**src/rtl/pattern_loader_pkg.sv**
```systemverilog
// Shared types and constants for the pattern loader: buffer word/address types,
// loader error codes, FSM states and the framing sync byte.
package pattern_loader_pkg;

    localparam int LOADER_DATA_WIDTH = 16;
    localparam int LOADER_ADDR_WIDTH = 12;

    typedef logic [LOADER_DATA_WIDTH-1:0] data_t;
    typedef logic [LOADER_ADDR_WIDTH-1:0] addr_t;

    localparam logic [7:0] LOADER_SYNC_BYTE = 8'hA5;

    typedef enum logic [1:0] {
        ERR_NONE     = 2'd0,
        ERR_TIMEOUT  = 2'd1,
        ERR_CHECKSUM = 2'd2
    } loader_err_t;

    typedef enum logic [1:0] {
        ST_IDLE  = 2'd0,
        ST_SYNC  = 2'd1,
        ST_DATA  = 2'd2,
        ST_CHECK = 2'd3
    } loader_state_t;

    // Width of a counter that must be able to hold the value 'cycles'.
    function automatic int tmo_width(input int cycles);
        return (cycles < 1) ? 1 : $clog2(cycles + 1);
    endfunction

endpackage

```
**src/rtl/pattern_loader_byte_packer.sv**
```systemverilog
// Packs accepted bytes LSB-first into buffer words and emits a registered
// one-cycle word strobe the cycle after the final lane is accepted.
module pattern_loader_byte_packer #(
    parameter int DATA_WIDTH = 16
) (
    input  logic                  clk_in,
    input  logic                  rst_n_in,
    input  logic                  clear_i,
    input  logic                  byte_valid_i,
    input  logic [7:0]            byte_i,
    output logic                  last_lane_o,
    output logic [DATA_WIDTH-1:0] word_o,
    output logic                  word_valid_o
);

    localparam int LANES  = DATA_WIDTH / 8;
    localparam int LANE_W = (LANES > 1) ? $clog2(LANES) : 1;
    localparam logic [LANE_W-1:0] LAST_LANE = LANE_W'(LANES - 1);

    logic [LANE_W-1:0]     lane_q;
    logic [DATA_WIDTH-1:0] asm_q;
    logic [DATA_WIDTH-1:0] asm_d;
    logic [DATA_WIDTH-1:0] word_q;
    logic                  word_valid_q;

    assign last_lane_o = (lane_q == LAST_LANE);

    // The incoming byte overrides exactly one lane; the rest keep what was collected.
    genvar gi;
    generate
        for (gi = 0; gi < LANES; gi++) begin : g_lane
            assign asm_d[8*gi +: 8] = (lane_q == LANE_W'(gi)) ? byte_i : asm_q[8*gi +: 8];
        end
    endgenerate

    always_ff @(posedge clk_in or negedge rst_n_in) begin
        if (!rst_n_in) begin
            lane_q       <= '0;
            asm_q        <= '0;
            word_q       <= '0;
            word_valid_q <= 1'b0;
        end else begin
            word_valid_q <= 1'b0;
            if (clear_i) begin
                lane_q <= '0;
            end else if (byte_valid_i) begin
                asm_q <= asm_d;
                if (last_lane_o) begin
                    lane_q       <= '0;
                    word_q       <= asm_d;
                    word_valid_q <= 1'b1;
                end else begin
                    lane_q <= lane_q + LANE_W'(1);
                end
            end
        end
    end

    assign word_o       = word_q;
    assign word_valid_o = word_valid_q;

endmodule

```
**src/rtl/pattern_loader.sv**
```systemverilog
// Receives a framed byte stream (sync, payload, XOR checksum) and writes a full
// board image into the double buffer's logic write port while busy.
module pattern_loader
    import pattern_loader_pkg::*;
#(
    parameter int         DATA_WIDTH     = $bits(data_t),
    parameter int         ADDR_WIDTH     = $bits(addr_t),
    parameter int         NUM_WORDS      = 1024,
    parameter logic [7:0] SYNC_BYTE      = LOADER_SYNC_BYTE,
    parameter int         TIMEOUT_CYCLES = 1_000_000
) (
    input  logic                  clk_in,
    input  logic                  rst_n_in,
    input  logic                  start_in,
    input  logic [7:0]            byte_in,
    input  logic                  byte_valid_in,
    output logic                  byte_ready_out,
    output logic [ADDR_WIDTH-1:0] addr_w_out,
    output logic [DATA_WIDTH-1:0] data_w_out,
    output logic                  wr_en_out,
    output logic                  busy_out,
    output logic                  done_out,
    output logic                  err_out,
    output logic [1:0]            err_code_out
);

    localparam int CNT_W = ADDR_WIDTH + 1;
    localparam int TMO_W = tmo_width(TIMEOUT_CYCLES);
    localparam logic [CNT_W-1:0] LAST_WORD = CNT_W'(NUM_WORDS - 1);
    localparam logic [TMO_W-1:0] TMO_LAST  = TMO_W'(TIMEOUT_CYCLES - 1);
    localparam logic [TMO_W-1:0] TMO_SAT   = TMO_W'(TIMEOUT_CYCLES);

    loader_state_t         state_q;
    loader_err_t           err_code_q;
    logic                  ready_q;
    logic                  busy_q;
    logic                  done_q;
    logic                  err_q;
    logic [ADDR_WIDTH-1:0] addr_q;
    logic [CNT_W-1:0]      word_cnt_q;
    logic [7:0]            cks_q;
    logic [TMO_W-1:0]      tmo_q;
    logic [TMO_W-1:0]      tmo_d;

    logic                  hs;
    logic                  sync_hit;
    logic                  data_hs;
    logic                  last_lane;
    logic                  word_valid;
    logic [DATA_WIDTH-1:0] word;

    assign hs       = byte_valid_in && ready_q;
    assign sync_hit = hs && (state_q == ST_SYNC) && (byte_in == SYNC_BYTE);
    assign data_hs  = hs && (state_q == ST_DATA);
    assign tmo_d    = (tmo_q == TMO_SAT) ? tmo_q : tmo_q + TMO_W'(1);

    pattern_loader_byte_packer #(
        .DATA_WIDTH (DATA_WIDTH)
    ) u_packer (
        .clk_in       (clk_in),
        .rst_n_in     (rst_n_in),
        .clear_i      (sync_hit),
        .byte_valid_i (data_hs),
        .byte_i       (byte_in),
        .last_lane_o  (last_lane),
        .word_o       (word),
        .word_valid_o (word_valid)
    );

    always_ff @(posedge clk_in or negedge rst_n_in) begin
        if (!rst_n_in) begin
            state_q    <= ST_IDLE;
            err_code_q <= ERR_NONE;
            ready_q    <= 1'b0;
            busy_q     <= 1'b0;
            done_q     <= 1'b0;
            err_q      <= 1'b0;
            addr_q     <= '0;
            word_cnt_q <= '0;
            cks_q      <= '0;
            tmo_q      <= '0;
        end else begin
            done_q <= 1'b0;
            err_q  <= 1'b0;
            if (state_q == ST_IDLE) begin
                // A start coinciding with the completion pulse belongs to the old frame.
                if (start_in && !done_q && !err_q) begin
                    state_q    <= ST_SYNC;
                    ready_q    <= 1'b1;
                    busy_q     <= 1'b1;
                    err_code_q <= ERR_NONE;
                    tmo_q      <= '0;
                end
            end else if (!hs && (tmo_q == TMO_LAST)) begin
                state_q    <= ST_IDLE;
                ready_q    <= 1'b0;
                busy_q     <= 1'b0;
                err_q      <= 1'b1;
                err_code_q <= ERR_TIMEOUT;
            end else begin
                tmo_q <= hs ? '0 : tmo_d;
                case (state_q)
                    ST_SYNC: begin
                        if (sync_hit) begin
                            state_q    <= ST_DATA;
                            word_cnt_q <= '0;
                            cks_q      <= '0;
                        end
                    end
                    ST_DATA: begin
                        if (hs) begin
                            cks_q <= cks_q ^ byte_in;
                            if (last_lane) begin
                                addr_q     <= word_cnt_q[ADDR_WIDTH-1:0];
                                word_cnt_q <= word_cnt_q + CNT_W'(1);
                                // The final write lands in the first CHECK cycle, never overlapping done/err.
                                if (word_cnt_q == LAST_WORD) begin
                                    state_q <= ST_CHECK;
                                end
                            end
                        end
                    end
                    ST_CHECK: begin
                        if (hs) begin
                            state_q <= ST_IDLE;
                            ready_q <= 1'b0;
                            busy_q  <= 1'b0;
                            if (byte_in == cks_q) begin
                                done_q <= 1'b1;
                            end else begin
                                err_q      <= 1'b1;
                                err_code_q <= ERR_CHECKSUM;
                            end
                        end
                    end
                    default: begin
                    end
                endcase
            end
        end
    end

    assign byte_ready_out = ready_q;
    assign addr_w_out     = addr_q;
    assign data_w_out     = word;
    assign wr_en_out      = word_valid;
    assign busy_out       = busy_q;
    assign done_out       = done_q;
    assign err_out        = err_q;
    assign err_code_out   = err_code_q;

endmodule

```
**config.mk**
```make
export PLATFORM = sky130hd
export DESIGN_NAME = pattern_loader
export DESIGN_NICKNAME = d
export VERILOG_FILES = /design/src/rtl/pattern_loader_pkg.sv /design/src/rtl/pattern_loader_byte_packer.sv /design/src/rtl/pattern_loader.sv
export SDC_FILE = /design/constraint.sdc
export NUM_CORES = 1
export LEC_CHECK = 0
export CORE_ASPECT_RATIO = 1.5
export CORE_MARGIN = 3
export CORE_UTILIZATION = 55
export CTS_CLUSTER_DIAMETER = 40
export CTS_CLUSTER_SIZE = 28
export DETAILED_ROUTE_END_ITERATION = 12
export HOLD_SLACK_MARGIN = 0.15
export PLACE_DENSITY_LB_ADDON = 0.1
export SETUP_SLACK_MARGIN = 0.4
export SLEW_MARGIN = 0
export SYNTH_ARGS = -nofsm -noshare
export SYNTH_HDL_FRONTEND = slang
export SYNTH_SLANG_ARGS = --single-unit
```
**constraint.sdc**
```tcl
create_clock -name clk_in -period 4.9 [get_ports clk_in]
set_input_delay 1.47 -clock clk_in [delete_from_list [all_inputs] [get_ports clk_in]]
set_output_delay 1.47 -clock clk_in [all_outputs]
set_load 0.01 [all_outputs]
```
==> results.md <==
* Layout Nets at 519
* First-pass GRT wire length at 17,330 um
* Slew Viols, Final at 0
* Sw frac at 19.36%
* Non-filler cells, final at 607
* Avg Cell Area, Syn at 9.759 sq um
* Status: finished, final reports clean
* Worst Path Arrival at 4.10 ns
* Final worst-path cycle share at 78.90%
* Largest net degree at the start of global routing at 70
* Hold path start: u_packer.asm_q[7]$_DFFE_PN0P_
* Crit Path Max Fanout at 18
* DP Wirelength at 7223 um
* Area contributors post-synth: dfrtp_1, nand2_1, mux2_2
* Met1 usage at 27.54%
* FF-to-FF Start: tmo_q[8]$_DFFE_PN0P_
* Max Cap Viol at 0
* Total power at 1.598 mW
* Psw at 309.4 uW
* Number of synthesized register bits at 86
* Syn Nets at 478
* Initial Utilization at 57.73%
* Depth of the CTS H-tree at 3
* Clock Sinks at 86
* Worst-margin pin slew at 0.9443 ns
* Synth-to-layout area growth at 20.03%
* Clock Path Buffers at 2
* Post-synthesis cell area at 4479 sq um
* Required @ worst endpoint at 5.13 ns
* Initial antenna violation count at 0
* Worst hold slack at 0.4629 ns
* Final WL at 10,400 um
* Combinational Power Share at 2.4%
* Fmax achieved at 0.2587 GHz
* Yosys warning count at 0
* Element type at the critical path start: input pin
* Post-synth EDFFs at 0
* Clock power share at 52.7%
* GPL Wtd Cong at 0.8702
* Die W at 79.69 um
* Library cells used by synthesis at 62
* Flop pwr share at 44.9%
* CTS tree: built
* Met2 usage at 42.61%
* Placeable Area at 7759 sq um
* DRT iter0 DRCs at 217
* Inst Count DP at 591
* Share of cells above drive strength 1 at 10.89%
* Start point of the critical path: byte_in[5]
* Initial DRT Pass Iterations at 4
* Setup TNS at 0 ns
* Via count at 3,704
* N_diodes at 0
* Critical path class: in -> reg
* Async S/R FF share, synth at 100.0%
* RSZ-0062 raised after global routing: false
* Critical path's largest stage delay at 0.61 ns
* Die H at 116.5 um
* CTS root buffer: clkbuf_16
* Antenna Nets Post-Route at 0
* Die area at 9285 sq um
* Area leader, netlist: dfrtp_1
* Slew headroom at 37.05%
* Post-CTS setup buffer count at 0
* Post-CTS sizing at 0
* Slowest CP cell: clkdlybuf4s50_1
* Tot GR Track Use at 23.84%
* Worst-Skew Late Latency at 0.34 ns
* Worst min path class: reg -> reg
* Post-CTS Hold Buffers at 0
* Fin crit period at 3.866 ns
* Clock transition at path regs at 0.06 ns
* Synth top area share at 48.04%
* # DRC at 0
* Via/cell ratio at 6.102
* Synthesized instance count at 459
* Fin. Hold Viols at 0
* Synth Flop Type: dfrtp_1
* Sequential fraction of the synthesis area at 48.04%
* FP Rows at 39
* Vias in the first global route at 3,659
* Number of buffers created by CTS at 9
* Worst IR Drop VDD at 0.1927 mV
* Met3 Use GR at 5.247%
* Io pins at 47
* PwrDens at 297.3 nW/um^2
* Crit-path cells: clkdlybuf4s50_1 > or4bb_1 > o31ai_2 > o311ai_4 > or2_1 > a21o_1
* Final setup viols at 0
* IO Port Bufs at 46
* Routed len/inst at 17.13 um
* GRT busiest layer: met2
* Congestion Overflow GR at 0
* Setup crit end kind: flip-flop
* Final Skew at 0.005633 ns
* Pint at 1.289 mW
* Lkg Pwr at 2.475 nW
## kinds of logic after synthesis
group,share of synthesized area (%)
buffers and inverters,2.681
adders and majority gates,1.955
DFF,48.04
xor gates and xnor gates,1.955
muxes,6.927
and+or+nand+nor,24.16
AOI/OAI and AO/OA,14.27
## final cells by class
class | count | area [sq um]
Multi-Input combinational cell | 345 | 2207
Sequential cell | 86 | 2152
Clock buffer | 10 | 239.0
Tap cell | 102 | 127.6
Timing Repair Buffer | 50 | 488.0
Fill cell | 607 | 2382
Inverter | 8 | 30.03
Clock inverter | 6 | 132.6
## Yosys cell counts, types with 5 or more instances
cell / count
a21o_1: 10
a21oi_1: 14
a31oi_1: 12
and2_1: 5
and3_1: 6
clkbuf_1: 15
dfrtp_1: 86
ha_1: 7
inv_1: 6
mux2_2: 20
mux2i_1: 7
nand2_1: 93
nand2b_1: 8
nand3_1: 23
nand4_1: 8
nor2_1: 18
nor3_1: 7
nor4_1: 8
o21ai_0: 9
o31ai_1: 8
o41ai_1: 10
or4_1: 6
xor2_1: 9
## routing by layer
layer  share of wire (%)  vias up
li1                    -     1766
met1                  40     1844
met2                  54       75
met3                 3.5       19
met4                 2.0        0
met5                   0        -
## worst max-delay path: cells and delay by family
| family | cells | cell delay [ns] |
|---|---|---|
| compound gates | 3 | 1.03 |
| simple gates | 2 | 0.98 |
| buf+inv | 1 | 0.61 |
## final timing paths
path                            slack, ns  cells after the start                              to
worst max register to register       1.98                      5       word_cnt_q[0]$_DFFE_PN0P_
max in group asynchronous            2.90                      2           tmo_q[18]$_DFFE_PN0P_
min in group asynchronous            1.23                      1       word_cnt_q[0]$_DFFE_PN0P_
worst min-delay path                 0.46                      2  u_packer.word_o[7]$_DFFE_PN0P_
worst min register to register       0.46                      2  u_packer.word_o[7]$_DFFE_PN0P_
worst max-delay path                 1.03                      6            cks_q[5]$_DFFE_PN0P_
## flip-flops by register name, indices dropped and copies added, names as in the netlist
register	cells
state_q	2
u_packer.last_lane_o	1
cks_q	8
err_code_out	2
u_packer.word_valid_o	1
done_out	1
u_packer.word_o	16
addr_w_out	12
err_out	1
u_packer.asm_q	8
tmo_q	20
word_cnt_q	13
busy_out	1
## power groups by stage
stage	logic [mW]	registers, mW	clock network (mW)
after floorplan	0.00897	0.729	0
after global placement	0.0392	0.730	0
after detailed placement	0.0400	0.730	0
after CTS	0.0401	0.717	0.851
after global routing	0.0432	0.717	0.883
final	0.0391	0.717	0.842
## stage by stage
| stage | utilization (%) | instance area, sq um | worst slack (ns) |
|---|---|---|---|
| floorplan | - | 4479 | 1.697 |
| global placement | 64.51 | 5005 | 0.7369 |
| detailed placement | 64.51 | 5005 | 0.7234 |
| CTS | 69.30 | 5376 | 1.062 |
| global route | 69.30 | 5376 | 0.8762 |
| finish | 69.30 | 5376 | 1.034 |
## layout by cell type, fill, tap and decap left out, types with 9 or more instances in the layout
master           netlist  final
clkbuf_16              0      9
dfrtp_1               86     86
nor2_1                18     18
a21o_1                10     10
o41ai_1               10     10
mux2_2                20     20
a21oi_1               14     14
nand2_1               93     93
a31oi_1               12     12
nand3_1               23     23
xor2_1                 9      9
clkdlybuf4s50_1        0     45
o21ai_0                9      9
Power figures use the tool's default switching activity.
